File: config.mk
export PLATFORM = sky130hd
export DESIGN_NAME = connect_n_engine_flat
export DESIGN_NICKNAME = d
export VERILOG_FILES = /design/src/rtl/connect_n_engine_if.sv /design/src/rtl/connect_n_engine.sv /design/src/flat_wrapper.sv
export SDC_FILE = /design/constraint.sdc
export NUM_CORES = 1
export LEC_CHECK = 0
export CORE_ASPECT_RATIO = 0.9
export CORE_MARGIN = 1.5
export CORE_UTILIZATION = 33
export CTS_CLUSTER_SIZE = 8
export DETAILED_ROUTE_END_ITERATION = 10
export PLACE_DENSITY = 0.56
export SLEW_MARGIN = 5
export SYNTH_ARGS = -nofsm -noshare
export SYNTH_HDL_FRONTEND = slang
export SYNTH_SLANG_ARGS = --single-unit
File: constraint.sdc
create_clock -name clock -period 5.8 [get_ports clock]
set_input_delay 1.45 -clock clock [delete_from_list [all_inputs] [get_ports clock]]
set_output_delay 1.45 -clock clock [all_outputs]
set_load 0.1 [all_outputs]
File: src/rtl/connect_n_engine_if.sv
// rtl/connect_n_engine_if.sv - move handshake, game status and pixel plot bundle for connect_n_engine
interface connect_n_engine_if;
    logic [3:0] col_idx;
    logic       move_valid;
    logic       move_ready;
    logic       new_game;
    logic       move_error;
    logic       current_player;
    logic       game_over;
    logic [1:0] winner;
    logic [9:0] x;
    logic [8:0] y;
    logic [2:0] colour;
    logic       plot;

    modport master (
        output col_idx, move_valid, new_game,
        input  move_ready, move_error, current_player, game_over, winner, x, y, colour, plot
    );

    modport slave (
        input  col_idx, move_valid, new_game,
        output move_ready, move_error, current_player, game_over, winner, x, y, colour, plot
    );
endinterface

File: src/rtl/connect_n_engine.sv
// rtl/connect_n_engine.sv - Connect-N game engine with gravity, win/tie detection and per-pixel plot stream
module connect_n_engine #(
    parameter int COLS     = 7,
    parameter int ROWS     = 6,
    parameter int WIN_LEN  = 4,
    parameter int CELL_PX  = 16,
    parameter int X_ORIGIN = 0,
    parameter int Y_ORIGIN = 0
) (
    input  logic                clock,
    input  logic                reset,
    connect_n_engine_if.slave   game
);
    localparam int CW = $clog2(COLS);
    localparam int RW = $clog2(ROWS);
    localparam int HW = $clog2(ROWS + 1);
    localparam int MW = $clog2(ROWS * COLS + 1);
    localparam int PW = (CELL_PX > 1) ? $clog2(CELL_PX) : 1;
    localparam int KW = $clog2(2 * WIN_LEN);
    localparam logic signed [5:0] ROWS_S = 6'(ROWS);
    localparam logic signed [5:0] COLS_S = 6'(COLS);

    typedef enum logic [2:0] {
        S_CLEAR, S_IDLE, S_PLACE, S_CHECK, S_DRAW, S_RESULT, S_OVER
    } state_t;

    state_t               state;
    logic [1:0]           cells [ROWS][COLS];
    logic [HW-1:0]        heights [COLS];
    logic [MW-1:0]        moves;
    logic [RW-1:0]        cur_r;
    logic [CW-1:0]        cur_c;
    logic [PW-1:0]        px, py;
    logic [1:0]           dir;
    logic                 side;
    logic [KW-1:0]        run_len, side_len;
    logic signed [5:0]    pr, pc;
    logic                 won;
    logic                 player;
    logic                 move_error;
    logic                 plot;
    logic [1:0]           winner;
    logic [9:0]           x;
    logic [8:0]           y;
    logic [2:0]           colour;

    // Direction vectors: 0 horizontal, 1 vertical, 2 rising diagonal, 3 falling diagonal
    function automatic logic signed [5:0] dr_of(input logic [1:0] d);
        return (d == 2'd0) ? 6'sd0 : 6'sd1;
    endfunction

    function automatic logic signed [5:0] dc_of(input logic [1:0] d);
        case (d)
            2'd0:    return 6'sd1;
            2'd1:    return 6'sd0;
            2'd2:    return 6'sd1;
            default: return -6'sd1;
        endcase
    endfunction

    logic                 restart;
    logic [1:0]           player_code;
    logic [CW-1:0]        col_sel;
    logic [HW-1:0]        sel_height;
    logic                 col_legal;
    logic                 in_range;
    logic                 probe_hit;
    logic [KW-1:0]        run_next;
    logic                 side_done;
    logic                 win_now;
    logic signed [5:0]    base_r, base_c;
    logic signed [5:0]    step_r, step_c;
    logic [1:0]           dir_nx;
    logic                 px_last, py_last;
    logic [9:0]           cell_x;
    logic [8:0]           cell_y;

    always_comb begin
        restart     = game.new_game && (state == S_IDLE || state == S_OVER);
        player_code = player ? 2'b10 : 2'b01;
        col_sel     = game.col_idx[CW-1:0];
        sel_height  = heights[col_sel];
        col_legal   = ({1'b0, game.col_idx} < 5'(COLS)) && (sel_height != HW'(ROWS));

        in_range  = (pr >= 6'sd0) && (pr < ROWS_S) && (pc >= 6'sd0) && (pc < COLS_S);
        probe_hit = in_range && (cells[pr[RW-1:0]][pc[CW-1:0]] == player_code);
        run_next  = run_len + KW'(probe_hit);
        // A side ends on a miss, or once it alone has supplied WIN_LEN-1 matches
        side_done = !probe_hit || (side_len == KW'(WIN_LEN - 2));
        win_now   = run_next >= KW'(WIN_LEN);

        base_r = $signed(6'(cur_r));
        base_c = $signed(6'(cur_c));
        step_r = side ? -dr_of(dir) : dr_of(dir);
        step_c = side ? -dc_of(dir) : dc_of(dir);
        dir_nx = dir + 2'd1;

        px_last = (px == PW'(CELL_PX - 1));
        py_last = (py == PW'(CELL_PX - 1));
        cell_x  = 10'(X_ORIGIN) + 10'(cur_c) * 10'(CELL_PX);
        cell_y  = 9'(Y_ORIGIN) + (9'(ROWS - 1) - 9'(cur_r)) * 9'(CELL_PX);
    end

    always_ff @(posedge clock) begin
        plot       <= 1'b0;
        move_error <= 1'b0;
        if (reset || restart) begin
            for (int r = 0; r < ROWS; r++)
                for (int c = 0; c < COLS; c++)
                    cells[r][c] <= 2'b00;
            for (int c = 0; c < COLS; c++)
                heights[c] <= '0;
            moves  <= '0;
            winner <= 2'b00;
            player <= 1'b0;
            won    <= 1'b0;
            cur_r  <= '0;
            cur_c  <= '0;
            px     <= '0;
            py     <= '0;
            state  <= S_CLEAR;
            if (reset) begin
                x      <= '0;
                y      <= '0;
                colour <= '0;
            end
        end else begin
            case (state)
                // CLEAR sweeps every cell column-major; DRAW repaints only the placed cell
                S_CLEAR, S_DRAW: begin
                    plot   <= 1'b1;
                    x      <= cell_x + 10'(px);
                    y      <= cell_y + 9'(py);
                    colour <= (state == S_CLEAR) ? 3'b001 : (player ? 3'b110 : 3'b100);
                    px     <= px_last ? '0 : px + 1'b1;
                    if (px_last)
                        py <= py_last ? '0 : py + 1'b1;
                    if (px_last && py_last) begin
                        if (state == S_DRAW) begin
                            state <= S_RESULT;
                        end else if (cur_r == RW'(ROWS - 1)) begin
                            cur_r <= '0;
                            if (cur_c == CW'(COLS - 1)) begin
                                cur_c <= '0;
                                state <= S_IDLE;
                            end else begin
                                cur_c <= cur_c + 1'b1;
                            end
                        end else begin
                            cur_r <= cur_r + 1'b1;
                        end
                    end
                end

                S_IDLE: begin
                    if (game.move_valid) begin
                        if (!col_legal) begin
                            move_error <= 1'b1;
                        end else begin
                            cur_c <= col_sel;
                            cur_r <= sel_height[RW-1:0];
                            state <= S_PLACE;
                        end
                    end
                end

                S_PLACE: begin
                    cells[cur_r][cur_c] <= player_code;
                    heights[cur_c]      <= heights[cur_c] + 1'b1;
                    moves               <= moves + 1'b1;
                    won                 <= 1'b0;
                    dir                 <= 2'd0;
                    side                <= 1'b0;
                    side_len            <= '0;
                    run_len             <= KW'(1);
                    pr                  <= base_r + dr_of(2'd0);
                    pc                  <= base_c + dc_of(2'd0);
                    state               <= S_CHECK;
                end

                S_CHECK: begin
                    if (win_now) begin
                        won   <= 1'b1;
                        px    <= '0;
                        py    <= '0;
                        state <= S_DRAW;
                    end else if (!side_done) begin
                        side_len <= side_len + 1'b1;
                        run_len  <= run_next;
                        pr       <= pr + step_r;
                        pc       <= pc + step_c;
                    end else if (!side) begin
                        side     <= 1'b1;
                        side_len <= '0;
                        run_len  <= run_next;
                        pr       <= base_r - dr_of(dir);
                        pc       <= base_c - dc_of(dir);
                    end else if (dir == 2'd3) begin
                        px    <= '0;
                        py    <= '0;
                        state <= S_DRAW;
                    end else begin
                        dir      <= dir_nx;
                        side     <= 1'b0;
                        side_len <= '0;
                        run_len  <= KW'(1);
                        pr       <= base_r + dr_of(dir_nx);
                        pc       <= base_c + dc_of(dir_nx);
                    end
                end

                S_RESULT: begin
                    if (won) begin
                        winner <= player_code;
                        state  <= S_OVER;
                    end else if (moves == MW'(ROWS * COLS)) begin
                        winner <= 2'b00;
                        state  <= S_OVER;
                    end else begin
                        player <= ~player;
                        state  <= S_IDLE;
                    end
                end

                S_OVER: state <= S_OVER;

                default: state <= S_CLEAR;
            endcase
        end
    end

    assign game.move_ready     = (state == S_IDLE);
    assign game.game_over      = (state == S_OVER);
    assign game.move_error     = move_error;
    assign game.current_player = player;
    assign game.winner         = winner;
    assign game.x              = x;
    assign game.y              = y;
    assign game.colour         = colour;
    assign game.plot           = plot;
endmodule

File: src/flat_wrapper.sv
// flat-port wrapper written by rule: the top's interface ports become plain ports
module connect_n_engine_flat 
#(
    parameter int COLS     = 7,
    parameter int ROWS     = 6,
    parameter int WIN_LEN  = 4,
    parameter int CELL_PX  = 16,
    parameter int X_ORIGIN = 0,
    parameter int Y_ORIGIN = 0
)
  (clock, reset, game_col_idx, game_move_valid, game_new_game, game_move_ready, game_move_error, game_current_player, game_game_over, game_winner, game_x, game_y, game_colour, game_plot);
  connect_n_engine_if game_i ();
  input  logic clock;
  input  logic reset;
  input wire logic [$bits(game_i.col_idx)-1:0] game_col_idx;
  input wire logic [$bits(game_i.move_valid)-1:0] game_move_valid;
  input wire logic [$bits(game_i.new_game)-1:0] game_new_game;
  output wire logic [$bits(game_i.move_ready)-1:0] game_move_ready;
  output wire logic [$bits(game_i.move_error)-1:0] game_move_error;
  output wire logic [$bits(game_i.current_player)-1:0] game_current_player;
  output wire logic [$bits(game_i.game_over)-1:0] game_game_over;
  output wire logic [$bits(game_i.winner)-1:0] game_winner;
  output wire logic [$bits(game_i.x)-1:0] game_x;
  output wire logic [$bits(game_i.y)-1:0] game_y;
  output wire logic [$bits(game_i.colour)-1:0] game_colour;
  output wire logic [$bits(game_i.plot)-1:0] game_plot;
  assign game_i.col_idx = game_col_idx;
  assign game_i.move_valid = game_move_valid;
  assign game_i.new_game = game_new_game;
  assign game_move_ready = game_i.move_ready;
  assign game_move_error = game_i.move_error;
  assign game_current_player = game_i.current_player;
  assign game_game_over = game_i.game_over;
  assign game_winner = game_i.winner;
  assign game_x = game_i.x;
  assign game_y = game_i.y;
  assign game_colour = game_i.colour;
  assign game_plot = game_i.plot;
  connect_n_engine #(.COLS(COLS), .ROWS(ROWS), .WIN_LEN(WIN_LEN), .CELL_PX(CELL_PX), .X_ORIGIN(X_ORIGIN), .Y_ORIGIN(Y_ORIGIN)) u_core (.clock(clock), .reset(reset), .game(game_i));
endmodule
==> out/summary.txt, run 1 <==
Met3 usage - 2.82%
Count of different cell masters after synthesis - 69
Detailed Route WL - 27900 um
Primary FF master, synth - edfxtp_1
Synth Area per Inst - 11.5 um2
Number of global-route vias before repair - 7458
Setup crit start kind - register
Post-detail-place hpwl - 19100 um
Arrival time at the worst endpoint - 5.17 ns
Clk sinks - 210
Fin Clk Skew - 0.0185 ns
Relative slew slack - 32.7%
Worst hold slack - 0.487 ns
# fillers - 3104
Clk slew on worst S/H paths - 0.06 ns
Root Driver - clkbuf_16
Setup TNS - 0 ns
Nets - 1005
TritonRoute pass-1 iters - 6
P&R area growth vs syn - 14.7%
Mapped Area - 10800 um2
Final Slew Violations - 0
Hold Crit Endpoint - u_core.moves[5]
First-pass GRT wire length - 43700 um
Cell Chain, Critical Path - mux4_2, mux4_2, or3_1, o311ai_1, nand4_1, a21oi_1, ha_1, ha_1, xor2_1, a211o_1, a41o_1, inv_2, mux2_1
Total grt overflow - 0
Cts-stage hold buffer count - 0
Commonest cells in the synthesized netlist - 172 x edfxtp_1, 169 x nor2_1, 59 x nand2_1, 59 x o21ai_0, 47 x clkbuf_1
HP Start - u_core.moves[5]
Die Y - 175 um
GR Layer Usage met1 - 23.0%
Met2 GRT Util - 27.1%
Max-Cap Viols - 0
Routed vias - 7479
DRC violations left - 0
Core area - 32000 um2
# setup viols final - 0
GP Congestion - 0.850
Avg WL per Cell - 20.0 um
Run status - completed
Fin util - 38.7%
Max VDD drop - 0.210 mV
Worst Hold Depth - 2
FMAX - 212 MHz
Initial antenna violation count - 0
Max incr delay on CP - 0.82 ns
Number of synthesized register bits - 210
Most crowded layer after global routing - met2
Routed Antenna Nets - 0
Cts bufs inserted - 30
Clock Power Share - 47.6%
Min cycle time layout - 4.72 ns
Ys async rst share - 0%
Number of synthesized flops with an enable pin - 172
Final hold vios - 0
Worst min path class - reg2reg
Fin crit share - 81.4%
Setup repair bufs after CTS - 0
Overall power - 3.49 mW
Worst reg2reg path depth - 13
Clock buffer depth - 3
Port bufs - 33
CTS tree - done
I/O pin count - 37
Most frequent cell after synthesis - edfxtp_1
Pwr dens - 281 nW/um2
Largest net degree at the start of global routing - 68
Max H-tree Level - 1
Critical path required time - 6.24 ns
Multi-input logic area - 4530 um2
Kind of critical path - reg2reg
Worst skew pair latency - 0.56 ns
Slowest stage cell, crit path - dfxtp_1
Seq/Total Area, Yosys - 54.9%
Drt initial violations - 651
Flop2flop setup slack - 1.08 ns
Cell taking the most area after synthesis - edfxtp_1
RSZ-0062 raised after global routing - no
Worst path top cell family by delay - multiplexers
YS warnings - 0
Initial cell density of the core - 33.7%
Post-Synthesis Cells - 937
Post-synth top area share - 47.8%
Leakage dissipation - 4.32 nW
Sw frac - 22.2%
Crit Path Max Fanout - 19
Flop pwr share - 48.1%
Sequential cell area - 5930 um2
Worst slew pin tran - 1.01 ns
Die Area - 33800 um2
Share of post-route cells with drive strength above 1 - 10.3%
NetSw - 0.773 mW
Crit path buf inv count - 1
Total GRT Usage - 16.6%
Die Wd - 194 um
Synth top area cells - edfxtp_1 48%, dfxtp_1 7.0%, mux4_2 6.9%, nor2_1 5.9%, ha_1 4.7%
# diodes - 0
PostCTS Resize Cnt - 0
Worst setup EP type - register
P_int - 2.71 mW
Comb power frac - 4.4%
Row count - 62
Vias/cell - 5.37
-- sequential cells by signal, indices dropped and copies added (netlist names), named ones only --
name / flops
u_core.cells: 112
u_core.heights: 24
u_core.game.y: 8
u_core.game.x: 7
u_core.moves: 6
u_core.pc: 6
u_core.pr: 6
u_core.px: 4
u_core.py: 4
u_core.cur_c: 3
u_core.cur_r: 3
u_core.game.colour: 3
u_core.run_len: 3
u_core.side_len: 3
u_core.state: 3
u_core.dir: 2
u_core.game.winner: 2
u_core.game.current_player: 1
u_core.game.move_error: 1
u_core.game.plot: 1
u_core.side: 1
u_core.won: 1
-- layout make-up --
class,count,share of cell area [%]
multi-input combinational,641,36.6
inverter,27,0.818
clock inverter,2,0.485
sequential,210,47.9
timing repair buffer,43,3.27
tap,416,4.20
clock buffer,53,6.76
-- layer usage --
layer  vias to the layer above  share of wire [%]
met5                         -                  0
met4                         0                2.3
met3                        39                5.6
met2                       243                 47
met1                      3701                 45
li1                       3496                  -
-- metrics by stage --
step	setup slack, ns	area [um2]	cells
finish	1.08	12400	1392
global route	0.788	12400	1392
CTS	1.07	12400	1392
detailed placement	1.11	11500	1337
global placement	1.27	11500	1337
floorplan	1.79	10800	939
-- placed cells by master (no fill, tap or decap), types with 10 or more instances in the layout --
master	Yosys	routed
and3_1	11	11
mux4_2	33	33
mux2i_1	25	25
dfxtp_1	38	37
inv_1	25	25
ha_1	41	41
xnor2_1	11	11
nand4_1	10	10
clkbuf_1	47	23
edfxtp_1	172	172
buf_4	4	10
clkbuf_16	0	30
clkdlybuf4s50_1	0	33
a21oi_1	42	41
nand3_1	29	29
a21o_1	10	10
o21ai_0	59	59
and2_1	12	12
nand2_1	59	59
nor2_1	169	169
-- power by group through the flow --
stage	combinational (mW)	sequential (mW)	clock, mW
after floorplan	0.0667	1.75	0
after detailed placement	0.152	1.71	0
final	0.152	1.68	1.66
after CTS	0.153	1.68	1.69
after global placement	0.151	1.70	0
after global routing	0.160	1.68	1.75
-- worst max-delay path by stage --
stage | cells past startpoint | startpoint | slack, ns | to
after global placement | 13 | register | 1.27 | register
after floorplan | 15 | register | 1.79 | register
after detailed placement | 13 | register | 1.11 | register
after CTS | 13 | register | 1.07 | register
final | 13 | register | 1.08 | register
after global routing | 14 | register | 0.79 | register
-- tightest hold or removal path, stage by stage, from the launching register on --
cell	delay, ns
dfxtp_1	0.31
o21ai_0	0.07
a21oi_1	0.06
-- logic make-up after synthesis --
| family | count (synthesis) | share of synthesized area, % |
|---|---|---|
| buffers and inverters | 88 | 3.34 |
| flip-flops | 210 | 54.9 |
| AND/OR/NAND/NOR | 335 | 14.0 |
| XOR/XNOR | 21 | 1.83 |
| adder cells (fa/ha/maj) | 44 | 5.31 |
| multiplexers | 69 | 10.5 |
| other | 1 | 0.0347 |
| AO/OA/AOI/OAI | 169 | 10.1 |
(Power assumes the default switching activity.)
==> inputs of run 2 (changes only) <==
--- a/config.mk
+++ b/config.mk
@@ -10,7 +10,7 @@
 export CORE_UTILIZATION = 33
 export CTS_CLUSTER_SIZE = 8
 export DETAILED_ROUTE_END_ITERATION = 10
-export PLACE_DENSITY = 0.56
+export PLACE_DENSITY = 0.58
 export SLEW_MARGIN = 5
 export SYNTH_ARGS = -nofsm -noshare
 export SYNTH_HDL_FRONTEND = slang
==> constraint.sdc (replaced) <==
create_clock -name clock -period 4.1 [get_ports clock]
set_input_delay 1.025 -clock clock [delete_from_list [all_inputs] [get_ports clock]]
set_output_delay 1.025 -clock clock [all_outputs]
set_load 0.1 [all_outputs]
==> run 2 against run 1 <==
  * Via count grew 1.1%
  * Hold slack lost 0.0028 ns
  * Combinational power grew 45%
  * Total power grew 39%
  * Cell count grew 1.9%
  * Non-clock buffer count grew 26
  * Cell area grew 1.6%
  * Critical path type unchanged
==> out/summary.txt, run 2 (same netlist as run 1, synthesis figures left out) <==
Routed vias - 7565 (+1.1%)
Flop2flop setup slack - 0.16 ns (-0.92 ns)
Drt initial violations - 699 (+7.4%)
Setup TNS - 0 ns (unchanged)
Max-Cap Viols - 0 (unchanged)
CTS tree - done
Total GRT Usage - 16.6% (about the same)
Die Area - 33800 um2 (unchanged)
Relative slew slack - 31.2% (-1.5 points)
CP Capture Point - u_core.side_len[2]
TritonRoute pass-1 iters - 7 (+1)
Post-Place Cells - 1363 (+1.9%)
Most frequent cells in the layout - 172 x edfxtp_1, 169 x nor2_1, 59 x o21ai_0
Post-route cell area - 12600 um2 (+1.6%)
Cts bufs inserted - 30 (unchanged)
# setup viols final - 0 (unchanged)
Largest net degree at the start of global routing - 41 (-40%)
Non-filler cells, final - 1419 (+1.9%)
Core area - 32000 um2 (unchanged)
Worst skew pair latency - 0.55 ns (about the same)
Final hold vios - 0 (unchanged)
Fin Clk Skew - 0.0143 ns (-0.00420 ns)
Final Slew Violations - 0 (unchanged)
Crit Path Max Fanout - 7 (-12)
Worst setup EP type - register
Min cycle time layout - 3.94 ns (-0.780 ns)
Clk sinks - 210 (unchanged)
Die Y - 175 um (unchanged)
PostCTS Resize Cnt - 0 (unchanged)
Port bufs - 33 (unchanged)
Arrival time at the worst endpoint - 4.20 ns (-0.97 ns)
Post-detail-place hpwl - 19500 um (+1.9%)
DRC violations left - 0 (unchanged)
Top flop regs - u_core.cells x112, u_core.heights x24, u_core.game.y x8
Leakage dissipation - 4.44 nW (+2.8%)
Vias/cell - 5.33 (-0.77%)
Detailed Route WL - 28100 um (+0.71%)
Root Driver - clkbuf_16
FMAX - 254 MHz (+20%)
Routed Antenna Nets - 0 (unchanged)
GP Congestion - 0.821 (-3.5%)
Die Wd - 194 um (unchanged)
Worst slew pin tran - 1.03 ns (+0.0224 ns)
P&R area growth vs syn - 16.4%
First-pass GRT wire length - 43800 um (about the same)
Number of global-route vias before repair - 7470 (+0.16%)
Largest register FFs - 112 (unchanged)
Most common cell after layout, fill and taps aside - edfxtp_1
Kind of critical path - reg2reg
Critical path required time - 4.36 ns (-1.88 ns)
Cts-stage hold buffer count - 0 (unchanged)
Avg WL per Cell - 19.8 um (-1.2%)
Worst setup margin - 0.156 ns (-0.920 ns)
Initial cell density of the core - 33.7% (unchanged)
Worst min path class - reg2reg
Run status - completed
Row count - 62 (unchanged)
Max VDD drop - 0.270 mV (+28%)
Max H-tree Level - 1 (unchanged)
Most flops, register - u_core.cells
Nets - 1031 (+2.6%)
Worst reg2reg path depth - 13 (unchanged)
FF-to-FF End - u_core.side_len[2]
Share of post-route cells with drive strength above 1 - 13.2% (+2.8 points)
Placed Area - 11700 um2 (+1.9%)
Setup repair bufs after CTS - 0 (unchanged)
Clock buffer depth - 3 (unchanged)
Pwr dens - 386 nW/um2 (+37%)
I/O pin count - 37 (unchanged)
Setup crit start kind - register
Clk slew on worst S/H paths - 0.05 ns (about the same)
Total grt overflow - 0 (unchanged)
Fin crit share - 96.2% (+15 points)
DP Worst Slack - 0.158 ns (-0.954 ns)
# diodes - 0 (unchanged)
Initial antenna violation count - 0 (unchanged)
==> run 2: power breakdown <==
| part | switching, mW | total, mW | internal [mW] |
|---|---|---|---|
| sequential | 0.0207 | 2.37 | 2.35 |
| clock | 0.904 | 2.27 | 1.37 |
| combinational | 0.158 | 0.220 | 0.0620 |
==> run 2: critical path, cell delays in order, from the launching register on <==
cell and delay, ns:
dfxtp_4 0.40, mux4_1 0.55, mux4_2 0.50, or3_1 0.35, o311a_2 0.14, o211ai_1 0.16, a21oi_2 0.11, ha_1 0.19
ha_1 0.19, xor2_1 0.18, a211o_1 0.36, a41o_1 0.27, inv_2 0.11, buf_4 0.16
==> run 2: per-layer routing <==
metal,global-route usage (%),vias up,wire length (um)
li1,-,3554,-
met1,23.6,3760,13100
met2,26.4,218,12800
met3,2.64,33,1560
met4,4.63,0,580
met5,0,-,0
==> run 2: layout make-up <==
cell class              count  area (um2)
fillers                  3049       19500
flip-flops and latches    210        5930
multi-input cells         641        4540
clock buffers              54         841
repair buffers             69         622
well taps                 416         520
inverters                  27         101
clock inverters             2        23.8
==> run 2: metrics by stage <==
stage / utilization [%] / hold slack [ns] / total power [mW]
floorplan: - / 0.456 / 2.57
global placement: 36.5 / 0.472 / 2.63
finish: 39.3 / 0.484 / 4.86
detailed placement: 36.5 / 0.480 / 2.63
global route: 39.3 / 0.509 / 5.01
CTS: 39.2 / 0.489 / 4.91
==> run 2: how the worst min path moves through the flow <==
stage	startpoint	to	cells past startpoint
6_report	u_core.moves[5]	u_core.moves[5]	2
5_1_grt	u_core.moves[5]	u_core.moves[5]	2
4_1_cts	u_core.moves[5]	u_core.moves[5]	2
3_5_place_dp	u_core.moves[5]	u_core.moves[5]	2
3_3_place_gp	u_core.moves[5]	u_core.moves[5]	2
2_1_floorplan	u_core.py[3]	u_core.py[3]	1
==> inputs of run 3 (changes only) <==
--- a/config.mk
+++ b/config.mk
@@ -8,7 +8,6 @@
 export CORE_ASPECT_RATIO = 0.9
 export CORE_MARGIN = 1.5
 export CORE_UTILIZATION = 33
-export CTS_CLUSTER_SIZE = 8
 export DETAILED_ROUTE_END_ITERATION = 10
 export PLACE_DENSITY = 0.58
 export SLEW_MARGIN = 5
==> run 3 against run 2 <==
  * Highest routed layer unchanged
  * Sequential cell count is the same
  * Total power shrank 3.7%
  * Global-route usage shrank 0.11 points
  * Maximum frequency shrank 0.23%
  * Die area is the same
  * Sequential share of layout area grew 0.33 points
  * Largest power group unchanged
  * Clock skew is essentially flat
  * Core utilization shrank 0.27 points
  * Hold slack gained 0.0011 ns
==> out/summary.txt, run 3 (same netlist as run 1, synthesis figures left out) <==
Routed vias - 7530 (-0.46%)
Clock buffer depth - 3 (unchanged)
Root Driver - clkbuf_16
Initial antenna violation count - 0 (unchanged)
Post-route cell area - 12500 um2 (-0.69%)
Comb power frac - 4.7% (+0.2 points)
Post-detail-place hpwl - 19500 um (unchanged)
Max incr delay on CP - 0.55 ns (about the same)
Fin Clk Skew - 0.0141 ns (-0.000230 ns)
Worst slew pin tran - 1.03 ns (+0.00190 ns)
Placed Area - 11700 um2 (unchanged)
Worst reg2reg path depth - 13 (unchanged)
Row count - 62 (unchanged)
Max-Cap Viols - 0 (unchanged)
Total grt overflow - 0 (unchanged)
Routed Antenna Nets - 0 (unchanged)
TritonRoute pass-1 iters - 4 (-3)
Setup repair bufs after CTS - 0 (unchanged)
Die Y - 175 um (unchanged)
Clk sinks - 210 (unchanged)
P&R area growth vs syn - 15.6%
CTS tree - done
GP Congestion - 0.821 (unchanged)
Nets - 1026 (-0.48%)
PostCTS Resize Cnt - 0 (unchanged)
# setup viols final - 0 (unchanged)
Critical path required time - 4.33 ns (-0.03 ns)
Worst path top cell family by delay - multiplexers
First-pass GRT wire length - 43500 um (-0.61%)
Detailed Route WL - 27700 um (-1.2%)
Largest net degree at the start of global routing - 41 (unchanged)
I/O pin count - 37 (unchanged)
# diodes - 0 (unchanged)
Arrival time at the worst endpoint - 4.18 ns (-0.02 ns)
Fin crit share - 96.4% (+0.22 points)
Clk slew on worst S/H paths - 0.06 ns (about the same)
Worst min path class - reg2reg
Largest register FFs - 112 (unchanged)
Final hold vios - 0 (unchanged)
Die Wd - 194 um (unchanged)
Most flops, register - u_core.cells
Most frequent CP cell - ha_1
Cts bufs inserted - 25 (-17%)
Min cycle time layout - 3.95 ns (+0.00909 ns)
Slowest stage cell, crit path - mux4_1
Top flop regs - u_core.cells x112, u_core.heights x24, u_core.game.y x8
FMAX - 253 MHz (-0.23%)
Pwr dens - 374 nW/um2 (-3.1%)
Crit Path Max Fanout - 7 (unchanged)
Cell Chain, Critical Path - mux4_1, mux4_2, or3_1, o311a_2, o211ai_1, a21oi_2, ha_1, ha_1, xor2_1, a211o_1, a41o_1, inv_2, buf_4
Port bufs - 33 (unchanged)
Initial cell density of the core - 33.7% (unchanged)
Avg WL per Cell - 19.7 um (-0.43%)
Flop pwr share - 50.6% (+1.9 points)
Final Slew Violations - 0 (unchanged)
Most common cell after layout, fill and taps aside - edfxtp_1
Worst setup EP type - register
Critical path depth - 13 (unchanged)
Die Area - 33800 um2 (unchanged)
Share of post-route cells with drive strength above 1 - 13.8% (+0.65 points)
Setup crit start kind - register
Number of global-route vias before repair - 7436 (-0.46%)
Crit path buf inv count - 2 (unchanged)
Total GRT Usage - 16.5% (-0.11 points)
Clock Power Share - 44.7% (-2.0 points)
Fin util - 39.0% (-0.27 points)
Leakage dissipation - 4.42 nW (-0.40%)
Drt initial violations - 633 (-9.4%)
Core area - 32000 um2 (unchanged)
P_int - 3.63 mW (-3.8%)
Cts-stage hold buffer count - 0 (unchanged)
NetSw - 1.05 mW (-3.4%)
Kind of critical path - reg2reg
Vias/cell - 5.35 (+0.31%)
Most frequent cells in the layout - 172 x edfxtp_1, 169 x nor2_1, 59 x o21ai_0
Max H-tree Level - 1 (unchanged)
DRC violations left - 0 (unchanged)
Worst skew pair latency - 0.52 ns (-0.03 ns)
Run status - completed
Sw frac - 22.4% (+0.082 points)
Relative slew slack - 31.1% (-0.13 points)
Worst Hold Depth - 2 (unchanged)
Max VDD drop - 0.228 mV (-15%)
-- run 3: area by class of cell --
class	count	area (um2)
fill	3069	19500
sequential	210	5930
multi-input combinational	641	4540
clock buffer	32	714
timing repair buffer	69	622
tap	416	520
inverter	27	101
clock inverter	13	63.8
-- run 3: per-layer routing --
metal  part of all wire, %  wire, um  global-route usage, %  up-vias
met5                     0         0                      0        -
met4                   2.6       722                   4.72        0
met3                   5.2      1430                   2.49       41
met2                    45     12600                   26.2      200
met1                    47     13000                   23.5     3743
li1                      -         -                      -     3546
-- run 3: power by group through the flow --
stage | Sequential [mW] | Clock [mW] | Combinational [mW]
5_1_grt | 2.37 | 2.21 | 0.232
6_report | 2.36 | 2.09 | 0.220
3_5_place_dp | 2.41 | 0 | 0.221
3_3_place_gp | 2.41 | 0 | 0.220
2_1_floorplan | 2.47 | 0 | 0.0949
4_1_cts | 2.37 | 2.13 | 0.222
-- run 3: per-stage QoR --
step	instances	hold slack (ns)	worst slack (ns)	power, mW	TNS [ns]
floorplan	939	0.456	0.0909	2.57	0
global placement	1363	0.472	0.229	2.63	0
detailed placement	1363	0.480	0.158	2.63	0
CTS	1408	0.491	0.134	4.72	0
global route	1408	0.511	-0.00876	4.82	-0.0812
finish	1408	0.485	0.147	4.68	0
-- run 3: worst reg2reg max path: stages, from the launching register on --
cell	delay, ns
dfxtp_4	0.40
mux4_1	0.56
mux4_2	0.49
or3_1	0.35
o311a_2	0.14
o211ai_1	0.15
a21oi_2	0.11
ha_1	0.19
ha_1	0.19
xor2_1	0.19
a211o_1	0.37
a41o_1	0.27
inv_2	0.11
buf_4	0.16
-- run 3: final timing paths --
path              startpoint                  to  slack (ns)
max                 register  u_core.side_len[0]        0.15
min          u_core.moves[5]     u_core.moves[5]        0.49
max reg2reg         register  u_core.side_len[0]        0.15
min reg2reg  u_core.moves[5]     u_core.moves[5]        0.49
